===== src/rtl/count_monitor_if.sv =====
// rtl/count_monitor_if.sv - count stream and status bundle for count_monitor
//
// Signals:
//   count, count_vld, clr           : stimulus side (driven by the master)
//   locked, err, err_cnt,
//   exp_q, act_q, stall             : status side (driven by the monitor, slave)
interface count_monitor_if #(
    parameter int WIDTH     = 32,
    parameter int ERR_CNT_W = 16
);
    logic [WIDTH-1:0]     count;
    logic                 count_vld;
    logic                 clr;
    logic                 locked;
    logic                 err;
    logic [ERR_CNT_W-1:0] err_cnt;
    logic [WIDTH-1:0]     exp_q;
    logic [WIDTH-1:0]     act_q;
    logic                 stall;

    modport master (
        output count, count_vld, clr,
        input  locked, err, err_cnt, exp_q, act_q, stall
    );

    modport slave (
        input  count, count_vld, clr,
        output locked, err, err_cnt, exp_q, act_q, stall
    );
endinterface


===== src/rtl/count_monitor.sv =====
// rtl/count_monitor.sv - increment-by-one checker for a free-running count stream
//
// Ports:
//   i_clk : rising-edge clock
//   i_rst : synchronous reset, active-high (priority over clr and count_vld)
//   bus   : count_monitor_if.slave (count/count_vld/clr in, status out)
//
// Optional feature: define COUNT_MON_STALL_DET_EN to enable stall detection
// (stall set after STALL_LIMIT idle cycles while locked). Otherwise stall = 0.
module count_monitor #(
    parameter int WIDTH       = 32,
    parameter int LOCK_N      = 4,
    parameter int ERR_CNT_W   = 16,
    parameter int STALL_LIMIT = 16
) (
    input  logic            i_clk,
    input  logic            i_rst,
    count_monitor_if.slave  bus
);
    typedef enum logic [1:0] {IDLE, SYNC, LOCKED} state_t;

    localparam int MCNT_W = $clog2(LOCK_N + 1);
    localparam logic [MCNT_W-1:0] LOCK_LAST = MCNT_W'(LOCK_N - 1);

    state_t               r_state;
    logic [WIDTH-1:0]     r_exp;
    logic [MCNT_W-1:0]    r_mcnt;
    logic                 r_locked;
    logic                 r_err;
    logic [ERR_CNT_W-1:0] r_err_cnt;
    logic [WIDTH-1:0]     r_exp_q;
    logic [WIDTH-1:0]     r_act_q;
    logic                 r_stall;

    logic                 w_match;
    logic [WIDTH-1:0]     w_count_inc;
    logic [ERR_CNT_W-1:0] w_err_cnt_base;
    logic [ERR_CNT_W-1:0] w_err_cnt_next;

    assign w_match     = (bus.count == r_exp);
    assign w_count_inc = bus.count + WIDTH'(1);

    // A clr in the same cycle as a locked mismatch restarts the count from
    // zero, so the new error is counted as the first one.
    assign w_err_cnt_base = bus.clr ? '0 : r_err_cnt;
    assign w_err_cnt_next = (&w_err_cnt_base) ? w_err_cnt_base
                                              : w_err_cnt_base + ERR_CNT_W'(1);

    always_ff @(posedge i_clk) begin
        if (i_rst) begin
            r_state   <= IDLE;
            r_exp     <= '0;
            r_mcnt    <= '0;
            r_locked  <= 1'b0;
            r_err     <= 1'b0;
            r_err_cnt <= '0;
            r_exp_q   <= '0;
            r_act_q   <= '0;
        end else begin
            if (bus.clr) begin
                r_err     <= 1'b0;
                r_err_cnt <= '0;
                r_exp_q   <= '0;
                r_act_q   <= '0;
            end
            if (bus.count_vld) begin
                case (r_state)
                    IDLE: begin
                        r_exp   <= w_count_inc;
                        r_mcnt  <= '0;
                        r_state <= SYNC;
                    end
                    SYNC: begin
                        r_exp <= w_count_inc;
                        if (w_match) begin
                            r_mcnt <= r_mcnt + MCNT_W'(1);
                            if (r_mcnt == LOCK_LAST) begin
                                r_state  <= LOCKED;
                                r_locked <= 1'b1;
                            end
                        end else begin
                            r_mcnt <= '0;
                        end
                    end
                    LOCKED: begin
                        r_exp <= w_count_inc;
                        if (!w_match) begin
                            r_err     <= 1'b1;
                            r_err_cnt <= w_err_cnt_next;
                            // Capture only the first pair since the last clear;
                            // a coincident clr makes this the first.
                            if (!r_err || bus.clr) begin
                                r_exp_q <= r_exp;
                                r_act_q <= bus.count;
                            end
                            r_mcnt   <= '0;
                            r_state  <= SYNC;
                            r_locked <= 1'b0;
                        end
                    end
                    default: begin
                        r_state  <= IDLE;
                        r_locked <= 1'b0;
                    end
                endcase
            end
        end
    end

`ifdef COUNT_MON_STALL_DET_EN
    localparam int IDLE_W = $clog2(STALL_LIMIT + 1);
    localparam logic [IDLE_W-1:0] IDLE_MAX = IDLE_W'(STALL_LIMIT);

    logic [IDLE_W-1:0] r_idle_cnt;

    always_ff @(posedge i_clk) begin
        if (i_rst) begin
            r_idle_cnt <= '0;
            r_stall    <= 1'b0;
        end else begin
            if (bus.clr) begin
                r_stall <= 1'b0;
            end
            if (bus.count_vld || (r_state != LOCKED)) begin
                r_idle_cnt <= '0;
            end else if (r_idle_cnt != IDLE_MAX) begin
                r_idle_cnt <= r_idle_cnt + IDLE_W'(1);
                // Set only on the edge the limit is reached, so a clr while
                // the counter sits at the limit leaves stall cleared.
                if (r_idle_cnt == IDLE_MAX - IDLE_W'(1)) begin
                    r_stall <= 1'b1;
                end
            end
        end
    end
`else
    logic w_unused_cfg;
    assign w_unused_cfg = ^STALL_LIMIT;
    assign r_stall      = 1'b0;
`endif

    assign bus.locked  = r_locked;
    assign bus.err     = r_err;
    assign bus.err_cnt = r_err_cnt;
    assign bus.exp_q   = r_exp_q;
    assign bus.act_q   = r_act_q;
    assign bus.stall   = r_stall;
endmodule


===== src/flat_wrapper.sv =====
// flat-port wrapper written by rule: the top's interface ports become plain ports
module count_monitor_flat 
#(
    parameter int WIDTH       = 32,
    parameter int LOCK_N      = 4,
    parameter int ERR_CNT_W   = 16,
    parameter int STALL_LIMIT = 16
)
  (i_clk, i_rst, bus_count, bus_count_vld, bus_clr, bus_locked, bus_err, bus_err_cnt, bus_exp_q, bus_act_q, bus_stall);
  count_monitor_if #(.WIDTH(WIDTH), .ERR_CNT_W(ERR_CNT_W)) bus_i ();
  input  logic i_clk;
  input  logic i_rst;
  input wire logic [$bits(bus_i.count)-1:0] bus_count;
  input wire logic [$bits(bus_i.count_vld)-1:0] bus_count_vld;
  input wire logic [$bits(bus_i.clr)-1:0] bus_clr;
  output wire logic [$bits(bus_i.locked)-1:0] bus_locked;
  output wire logic [$bits(bus_i.err)-1:0] bus_err;
  output wire logic [$bits(bus_i.err_cnt)-1:0] bus_err_cnt;
  output wire logic [$bits(bus_i.exp_q)-1:0] bus_exp_q;
  output wire logic [$bits(bus_i.act_q)-1:0] bus_act_q;
  output wire logic [$bits(bus_i.stall)-1:0] bus_stall;
  assign bus_i.count = bus_count;
  assign bus_i.count_vld = bus_count_vld;
  assign bus_i.clr = bus_clr;
  assign bus_locked = bus_i.locked;
  assign bus_err = bus_i.err;
  assign bus_err_cnt = bus_i.err_cnt;
  assign bus_exp_q = bus_i.exp_q;
  assign bus_act_q = bus_i.act_q;
  assign bus_stall = bus_i.stall;
  count_monitor #(.WIDTH(WIDTH), .LOCK_N(LOCK_N), .ERR_CNT_W(ERR_CNT_W), .STALL_LIMIT(STALL_LIMIT)) u_core (.i_clk(i_clk), .i_rst(i_rst), .bus(bus_i));
endmodule

===== config.mk =====
export PLATFORM = sky130hd
export DESIGN_NAME = count_monitor_flat
export DESIGN_NICKNAME = d
export VERILOG_FILES = /design/src/rtl/count_monitor_if.sv /design/src/rtl/count_monitor.sv /design/src/flat_wrapper.sv
export SDC_FILE = /design/constraint.sdc
export NUM_CORES = 1
export LEC_CHECK = 0
export CELL_PAD_IN_SITES_DETAIL_PLACEMENT = 0
export CELL_PAD_IN_SITES_GLOBAL_PLACEMENT = 1
export CORE_MARGIN = 2
export CORE_UTILIZATION = 34
export CTS_BUF_LIST = sky130_fd_sc_hd__clkbuf_16
export DETAILED_ROUTE_END_ITERATION = 10
export PLACE_DENSITY = 0.8
export SYNTH_ARGS = -nofsm -noshare
export SYNTH_HDL_FRONTEND = slang
export SYNTH_SLANG_ARGS = --single-unit

===== constraint.sdc =====
create_clock -name i_clk -period 2.45 [get_ports i_clk]
set_input_delay 0.49 -clock i_clk [delete_from_list [all_inputs] [get_ports i_clk]]
set_output_delay 0.49 -clock i_clk [all_outputs]
set_load 0.05 [all_outputs]

# Word level (Yosys, flattened, before mapping)
# Index checks and enable logic that the tools add are counted.
# word_totals
reg_bits	119
in_bits	36
output_inout_bits	83
elab_cells	59
# classes
addsub	3
n_eq_ne	7
mux	30
bitwise	1
n_reduce_logical	10
# ops
cell	count
$mux 32	10
$mux 16	5
$add 32x1->32 const B	1
$eq 32x32->1	1
$add 16x1->16 const B	1
$reduce_and 16->1	1
$pmux 3 s3	1
$mux 1	7
$mux 2	3
$mux 3	2
$pmux 2 s3	1
$reduce_and 5->1	1
$ne 2x1->1 const B	2
$reduce_and 4->1	1
$add 3x1->3 const B	1
$eq 3x2->1 const B	1
$pmux 1 s3	1
$reduce_and 3->1	1
$reduce_bool 3->1	1
$reduce_or 3->1	1
$eq 2x1->1 const B	1
$eq 2x2->1 const B	1
$logic_not 2->1	1
$ne 2x2->1 const B	1
4 further kinds	4

# Depth between registers and ports, before layout
# Gate-level depths: netlist of the first run.
# depth
ltp_word	6
ltp_mapped	10
mapped_depth_nobuf	8

# Least setup slack after synthesis of the first run
# Ideal clock, no wire load.
# synth_timing
path_kind	input to register
start	input bus_clr
end	register u_core.r_err_cnt[5] (netlist: u_core.bus.err_cnt[5])
setup_ps	74
t_arrival_ps	2295
required_ps	2376
slack_ps	80
path_stages	9
n_path_buf	1
path_cell_list	clkbuf_1 -> nor2b_1 -> ha_1 -> nand3_1 -> nor4_1 -> and2_1 -> or4_1 -> or4_1 -> o21ai_0
# synth_via
elab_chain_len	6
word_cells_on_any_way	7
cone_classes	add/sub (1); mux (5); reduce/logical (1)
# synth_lines
element	line_no	rtl
from (decl)	flat_wrapper.sv:15	input wire logic [$bits(bus_i.clr)-1:0] bus_clr;
$mux 16 *	count_monitor.sv:45, count_monitor.sv:60	
$add 16x1->16 / $reduce_and 16->1 (equally long branches)	count_monitor.sv:47, count_monitor.sv:46	
$mux 16	count_monitor.sv:46	assign w_err_cnt_next = (&w_err_cnt_base) ? w_err_cnt_base
$mux 16	count_monitor.sv:87	if (!w_match) begin
$mux 16	count_monitor.sv:67	case (r_state)
$mux 16 *	count_monitor.sv:66	if (bus.count_vld) begin
to (signal assigned)	count_monitor.sv:89	r_err_cnt <= w_err_cnt_next;
to (decl)	count_monitor.sv:30	logic [ERR_CNT_W-1:0] r_err_cnt;
# Every way passes the cells marked *; elsewhere a longest branch is shown, timed or not.
# A chain may end at the register's enable or synchronous reset.

# Worst setup path after layout of the first run
# layout_timing
start	input bus_count[9]
end	register u_core.r_exp[26]
# layout_via
elab_chain_len	1
# layout_lines
element	line_no	rtl
from (decl)	flat_wrapper.sv:13	input wire logic [$bits(bus_i.count)-1:0] bus_count;
$add 32x1->32	count_monitor.sv:41	assign w_count_inc = bus.count + WIDTH'(1);
to (signal assigned)	count_monitor.sv:69	r_exp <= w_count_inc;
to (signal assigned)	count_monitor.sv:74	r_exp <= w_count_inc;
to (signal assigned)	count_monitor.sv:86	r_exp <= w_count_inc;
to (decl)	count_monitor.sv:26	logic [WIDTH-1:0] r_exp;
# Every way passes these cells.

==> results.yml, run 1 <==
floorplan:
  die_w_um: 134
  die_h_um: 134
  rows: 47
  start_util_pct: 34.9
  core_region_area_um2: 16600
  io_pins: 119
  dieArea_um2: 18100
placed_design:
  port_buffers: 117
  dp_cells: 1062
  post-dp-hpwl_um: 12700
  gp_congestion: 0.850
sta:
  drv_slew: 0
  relSlewSlack_pct: 65.6
  tightest_slew_ps: 515
  rsz0062_at_grt: "false"
  skew_ps: 6.74
  timing.final.crit_share_pct: 94.1
  finalHoldViolations: 0
  setup_viol: 0
  period_minus_slack_ps: 2300
  max_freq_mhz: 434
synth:
  synth_cell_types: 50
  synth_edf_count: 0
  async_flop_share_pct: 0
  synth_common_cells: "119 x dfxtp_1, 83 x nand3_1, 68 x inv_1, 62 x o32ai_1, 61 x xnor2_1"
  yosys_warnings: 0
  seq_area_frac_synth_pct: 41.2
  syn_area_um2: 5780
  ys.flop_type: "dfxtp_1"
  synth_area_leaders: "dfxtp_1 41%, o32ai_1 9.4%, xnor2_1 9.2%"
  syn-mean-instance-area_um2: 8.31
  yosysMostFrequentCell: "dfxtp_1"
  synth_top_area_share_pct: 41.2
  synth_nets: 736
  ys_ff_latch: 119
  syn_inst: 696
  yosysTopAreaCell: "dfxtp_1"
cells_and_area:
  instances_no_fill: 1093
  fill_cells: 1618
  nets: 901
  synthToLayoutAreaGrowth_pct: 46.0
  drive_gt1_share_pct: 15.5
  n_antenna_cell: 0
grt:
  grt_pass1_wl_um: 29400
  grt_overflow: 0
  grt_antenna_before_repair: 0
  grt_usage_pct: 20.5
  grt_max_degree: 86
  first_global_vias: 5478
critical_path:
  cp-end-kind: "flop"
  arrival_ps: 2600
  critical-path-max-stage-delay_ps: 590
  cpLargestDelayFamily: "simple AND/OR/NAND/NOR gates"
  crit_path_start_kind: "primary input"
  cp_cell_sequence: "clkdlybuf4s50_1 > nand4_2 > or4_4 > nand2b_1 > nor3_1 > xnor2_1 > a21oi_1"
  worst_ep_required_time_ps: 2750
  path_max_fanout: 5
  crit_type: "primary input to flop"
  critPathBufInv: 1
  cpMaxStageDelayCell: "clkdlybuf4s50_1"
detailed_routing:
  firstDrtPassIters: 6
  drcViolationCount: 0
  wl_um: 17900
  initialDrtViolationCount: 438
  wl_per_cell_um: 16.4
  ant_nets: 0
  vias_per_cell: 5.20
  num_vias: 5689
power:
  p_leak_nw: 2.97
  ir_drop_mv: 0.519
  power.density_nw_per_um2: 614
  power_mw: 5.18
hold_path:
  hold_class: "flop to flop"
outcome:
  run_status: "finished clean"
clock_tree:
  postCtsSetupBuffers: 0
  cts_made_buffers: 17
  cts_sinks: 119
  cts_tree: "yes"
  htree_levels: 4
  path_clk_slew_ps: 50
  clk_latency_ps: 420
  clockBufferDepth: 2
  cts_root_buf: "clkbuf_16"
run:
  cap_violations: 0
## through the flow
stage | setup WS [ps] | instance area [um^2] | setup TNS (ps) | hold WS, ps | util, %
floorplan | 80.3 | 5780 | 0 | 462 | -
global placement | -250 | 7790 | -12550 | 484 | 47.0
detailed placement | -291 | 7790 | -15050 | 490 | 47.0
CTS | 145 | 8430 | 0 | 498 | 50.8
global route | 11.2 | 8440 | 0 | 518 | 50.9
finish | 145 | 8440 | 0 | 497 | 50.9
## cell usage in the layout (no fill, tap or decap), types with 7 or more instances in the layout
| cell type | n |
|---|---|
| nand2_1 | 26 |
| xnor2_1 | 61 |
| clkdlybuf4s50_1 | 116 |
| inv_1 | 67 |
| or4_1 | 8 |
| a21oi_1 | 40 |
| nand3_1 | 82 |
| o32ai_1 | 62 |
| or3_1 | 9 |
| buf_12 | 10 |
| buf_4 | 76 |
| nor3_1 | 10 |
| nand4_1 | 19 |
| nor2_1 | 28 |
| o21ai_0 | 34 |
| dfxtp_1 | 119 |
| clkbuf_16 | 17 |
| a211oi_1 | 7 |
## report_power, final
part	internal (mW)	total [mW]	switching, mW	leakage [nW]
Sequential	1.97	2.01	0.0399	0.967
Clock	1.79	2.71	0.927	0.294
Combinational	0.202	0.452	0.250	1.71
## sequential cells by signal, indices dropped and copies added (netlist names)
register and cells:
u_core.bus.locked 1, u_core.r_exp 32, u_core.r_mcnt 3, u_core.bus.err 1, u_core.bus.exp_q 32, u_core.bus.err_cnt 16, u_core.bus.act_q 32, u_core.r_state 2
## metal layers
layer / up-vias / track usage [%] / wire (um)
met4: 0 / 5.67 / 259
met1: 2664 / 28.2 / 8470
met5: - / 0 / 0
li1: 2852 / - / -
met3: 25 / 5.10 / 931
met2: 148 / 31.8 / 8280
## logic make-up (layout without fill, tap and decap cells)
family / count (synthesis) / after routing / synth area share (%)
AOI/OAI and AO/OA: 166 / 166 / 19.7
xor gates and xnor gates: 62 / 62 / 9.39
adders and majority gates: 4 / 4 / 0.866
buffers and inverters: 125 / 302 / 8.27
DFF: 119 / 119 / 41.2
muxes: 1 / 1 / 0.195
other: 1 / 1 / 0.0649
and+or+nand+nor: 218 / 218 / 20.3
## final timing paths
path                                            start               endpoint  slack, ps  depth (start not counted)
worst max register to register  u_core.bus.err_cnt[1]  u_core.bus.err_cnt[5]        370                          8
worst max-delay path                     bus_count[9]       u_core.r_exp[26]        150                          7
worst min register to register    u_core.bus.act_q[3]    u_core.bus.act_q[3]        500                          2
worst min-delay path              u_core.bus.act_q[3]    u_core.bus.act_q[3]        500                          2
## repair_timing
action                     CTS  global route
hold buffers                 0             0
setup endpoints to repair    0             3
gates resized for setup      0             2
## area by class of cell
class	instances	area, um^2	area share (%)
multi-input combinational	452	2960	35.0
clock inverter	14	209	2.48
sequential	119	2380	28.2
tap	220	275	3.26
inverter	68	255	3.02
clock buffer	17	425	5.04
timing repair buffer	203	1940	23.0
## worst reg2reg max path, cell delays in order, from the launching register on
cell	delay [ps]
dfxtp_1	350
nor2b_1	150
ha_1	210
nand3_1	100
nor4_1	70
and2_1	160
or4_1	480
or4_1	400
o21ai_0	70
Note: power is estimated with default switching activity, not from simulation.
==> run 2, diff against run 1 <==
--- a/config.mk
+++ b/config.mk
@@ -10,6 +10,7 @@
 export CORE_MARGIN = 2
 export CORE_UTILIZATION = 34
 export CTS_BUF_LIST = sky130_fd_sc_hd__clkbuf_16
+export CTS_CLUSTER_SIZE = 10
 export DETAILED_ROUTE_END_ITERATION = 10
 export PLACE_DENSITY = 0.8
 export SYNTH_ARGS = -nofsm -noshare
==> results of run 2 <==
No change in the layout: final DEF, timing and power equal those of run 1.
==> run 3, diff against run 2 <==
--- a/config.mk
+++ b/config.mk
@@ -7,10 +7,10 @@
 export LEC_CHECK = 0
 export CELL_PAD_IN_SITES_DETAIL_PLACEMENT = 0
 export CELL_PAD_IN_SITES_GLOBAL_PLACEMENT = 1
+export CORE_ASPECT_RATIO = 2
 export CORE_MARGIN = 2
 export CORE_UTILIZATION = 34
 export CTS_BUF_LIST = sky130_fd_sc_hd__clkbuf_16
-export CTS_CLUSTER_SIZE = 10
 export DETAILED_ROUTE_END_ITERATION = 10
 export PLACE_DENSITY = 0.8
 export SYNTH_ARGS = -nofsm -noshare
==> results.yml, run 3 (same netlist as run 1, synthesis figures left out) <==
power:
  p_leak_nw: 2.96
  p_comb_share_pct: 9.7
  power_frac_seq_pct: 41.4
  p_int_mw: 3.57
  p_sw_mw: 1.28
  power_frac_clock_pct: 48.9
  ir_drop_mv: 0.413
  power.density_nw_per_um2: 582
  p_sw_share_pct: 26.4
critical_path:
  cp_common_cell: "buf_4"
  worst_ep_required_time_ps: 2740
  cpLargestDelayFamily: "buffers and inverters"
  cpMaxStageDelayCell: "nor3_4"
  arrival_ps: 2650
  critPathBufInv: 4
  cp-end-kind: "flop"
  crit_path_start_kind: "primary input"
  cp_cell_sequence: "clkdlybuf4s50_1 > buf_4 > xnor2_1 > nand4_1 > nor4_1 > buf_4 > and2_1 > nor3_4 > buf_12 > o32ai_1"
  crit_type: "primary input to flop"
  path_max_fanout: 30
  critical-path-max-stage-delay_ps: 480
detailed_routing:
  drcViolationCount: 0
  firstDrtPassIters: 5
  vias_per_cell: 5.42
  wl_per_cell_um: 18.3
  ant_nets: 0
  dr_wl_met2_um: 11200
  highest_layer: "met4"
  wl_met3_um: 731
  num_vias: 5886
  wl_met1_um: 7040
  initialDrtViolationCount: 348
  wl_um: 19800
placed_design:
  dpl_cell_area_um2: 7780
  dp_slack_ps: -352
  gp_congestion: 0.880
  port_buffers: 117
  dp_cells: 1053
  post-dp-hpwl_um: 14300
sta:
  period_minus_slack_ps: 2360
  relSlewSlack_pct: 63.8
  rsz0062_at_grt: "false"
  worst_slack_ps: 93.5
  drv_slew: 0
  setup_tns_ps: 0
  tightest_slew_ps: 541
  max_freq_mhz: 424
  skew_ps: 14.1
  fin_hold_ws_ps: 441
  timing.final.crit_share_pct: 96.2
  setup_viol: 0
  finalHoldViolations: 0
grt:
  grt_usage_pct: 22.0
  grt_pass1_wl_um: 30500
  grt_overflow: 0
  grt_max_degree: 86
  first_global_vias: 5874
  grt_antenna_before_repair: 0
cells_and_area:
  n_antenna_cell: 0
  fill_cells: 1610
  nets: 905
  final_area_um2: 8350
  layout_commonest_cell: "dfxtp_1"
  final_cell_mix: "119 x dfxtp_1, 115 x clkdlybuf4s50_1, 82 x nand3_1, 82 x buf_4, 67 x inv_1"
  synthToLayoutAreaGrowth_pct: 44.4
  drive_gt1_share_pct: 15.7
  instances_no_fill: 1085
floorplan:
  start_util_pct: 34.7
  rows: 67
  io_pins: 119
  die_w_um: 96.2
  core_region_area_um2: 16700
  dieArea_um2: 18100
  die_h_um: 188
clock_tree:
  htree_levels: 4
  cts_made_buffers: 17
  cts_root_buf: "clkbuf_16"
  path_clk_slew_ps: 60
  clockBufferDepth: 2
  postCtsHoldBufs: 0
  cts_tree: "yes"
  clk_latency_ps: 420
  cts_sinks: 119
hold_path:
  hold_class: "primary input to flop"
outcome:
  run_status: "finished clean"
run:
  cap_violations: 0
run 3: per-stage QoR:
stage	power (mW)	util (%)
finish	4.85	50.0
global placement	2.52	46.6
CTS	4.89	50.0
global route	4.99	50.0
floorplan	2.27	-
detailed placement	2.52	46.6
run 3: worst min-delay path, stage by stage:
cell	delay (ps)
buf_2	120
inv_2	80
nand2_1	70
o31ai_1	50
run 3: power groups by stage:
stage	registers [mW]	clock network [mW]	logic, mW
floorplan	2.04	0	0.230
global placement	2.05	0	0.465
detailed placement	2.05	0	0.465
CTS	2.01	2.41	0.468
global route	2.01	2.48	0.506
finish	2.01	2.37	0.470
run 3: final timing paths:
check | start | to | slack, ps | cells after the start
setup reg to reg | u_core.bus.err_cnt[1] | u_core.bus.err_cnt[5] | 320 | 8
hold reg to reg | u_core.bus.act_q[30] | u_core.bus.act_q[30] | 500 | 2
setup / recovery | bus_count[13] | u_core.bus.act_q[16] | 90 | 10
hold / removal | i_rst | u_core.bus.err_cnt[1] | 440 | 4
run 3: timing repair:
| action | 4_1_cts | 5_1_grt |
|---|---|---|
| setup buffers | 0 | 0 |
| gates resized for setup | 0 | 2 |
| setup endpoints to repair | 0 | 62 |
run 3: metal layers:
layer	global-route usage, %	up-vias
met4	11.5	0
li1	-	2857
met1	22.1	2808
met3	3.48	53
met2	41.4	168
met5	0	-
run 3: layout make-up:
| cell class | instances | area (um^2) | share of cell area (%) |
|---|---|---|---|
| Tap cell | 207 | 259 | 3.10 |
| Sequential cell | 119 | 2380 | 28.5 |
| Clock buffer | 17 | 425 | 5.10 |
| Clock inverter | 15 | 131 | 1.57 |
| Timing Repair Buffer | 207 | 1940 | 23.3 |
| Multi-Input combinational cell | 452 | 2950 | 35.3 |
| Inverter | 68 | 255 | 3.06 |
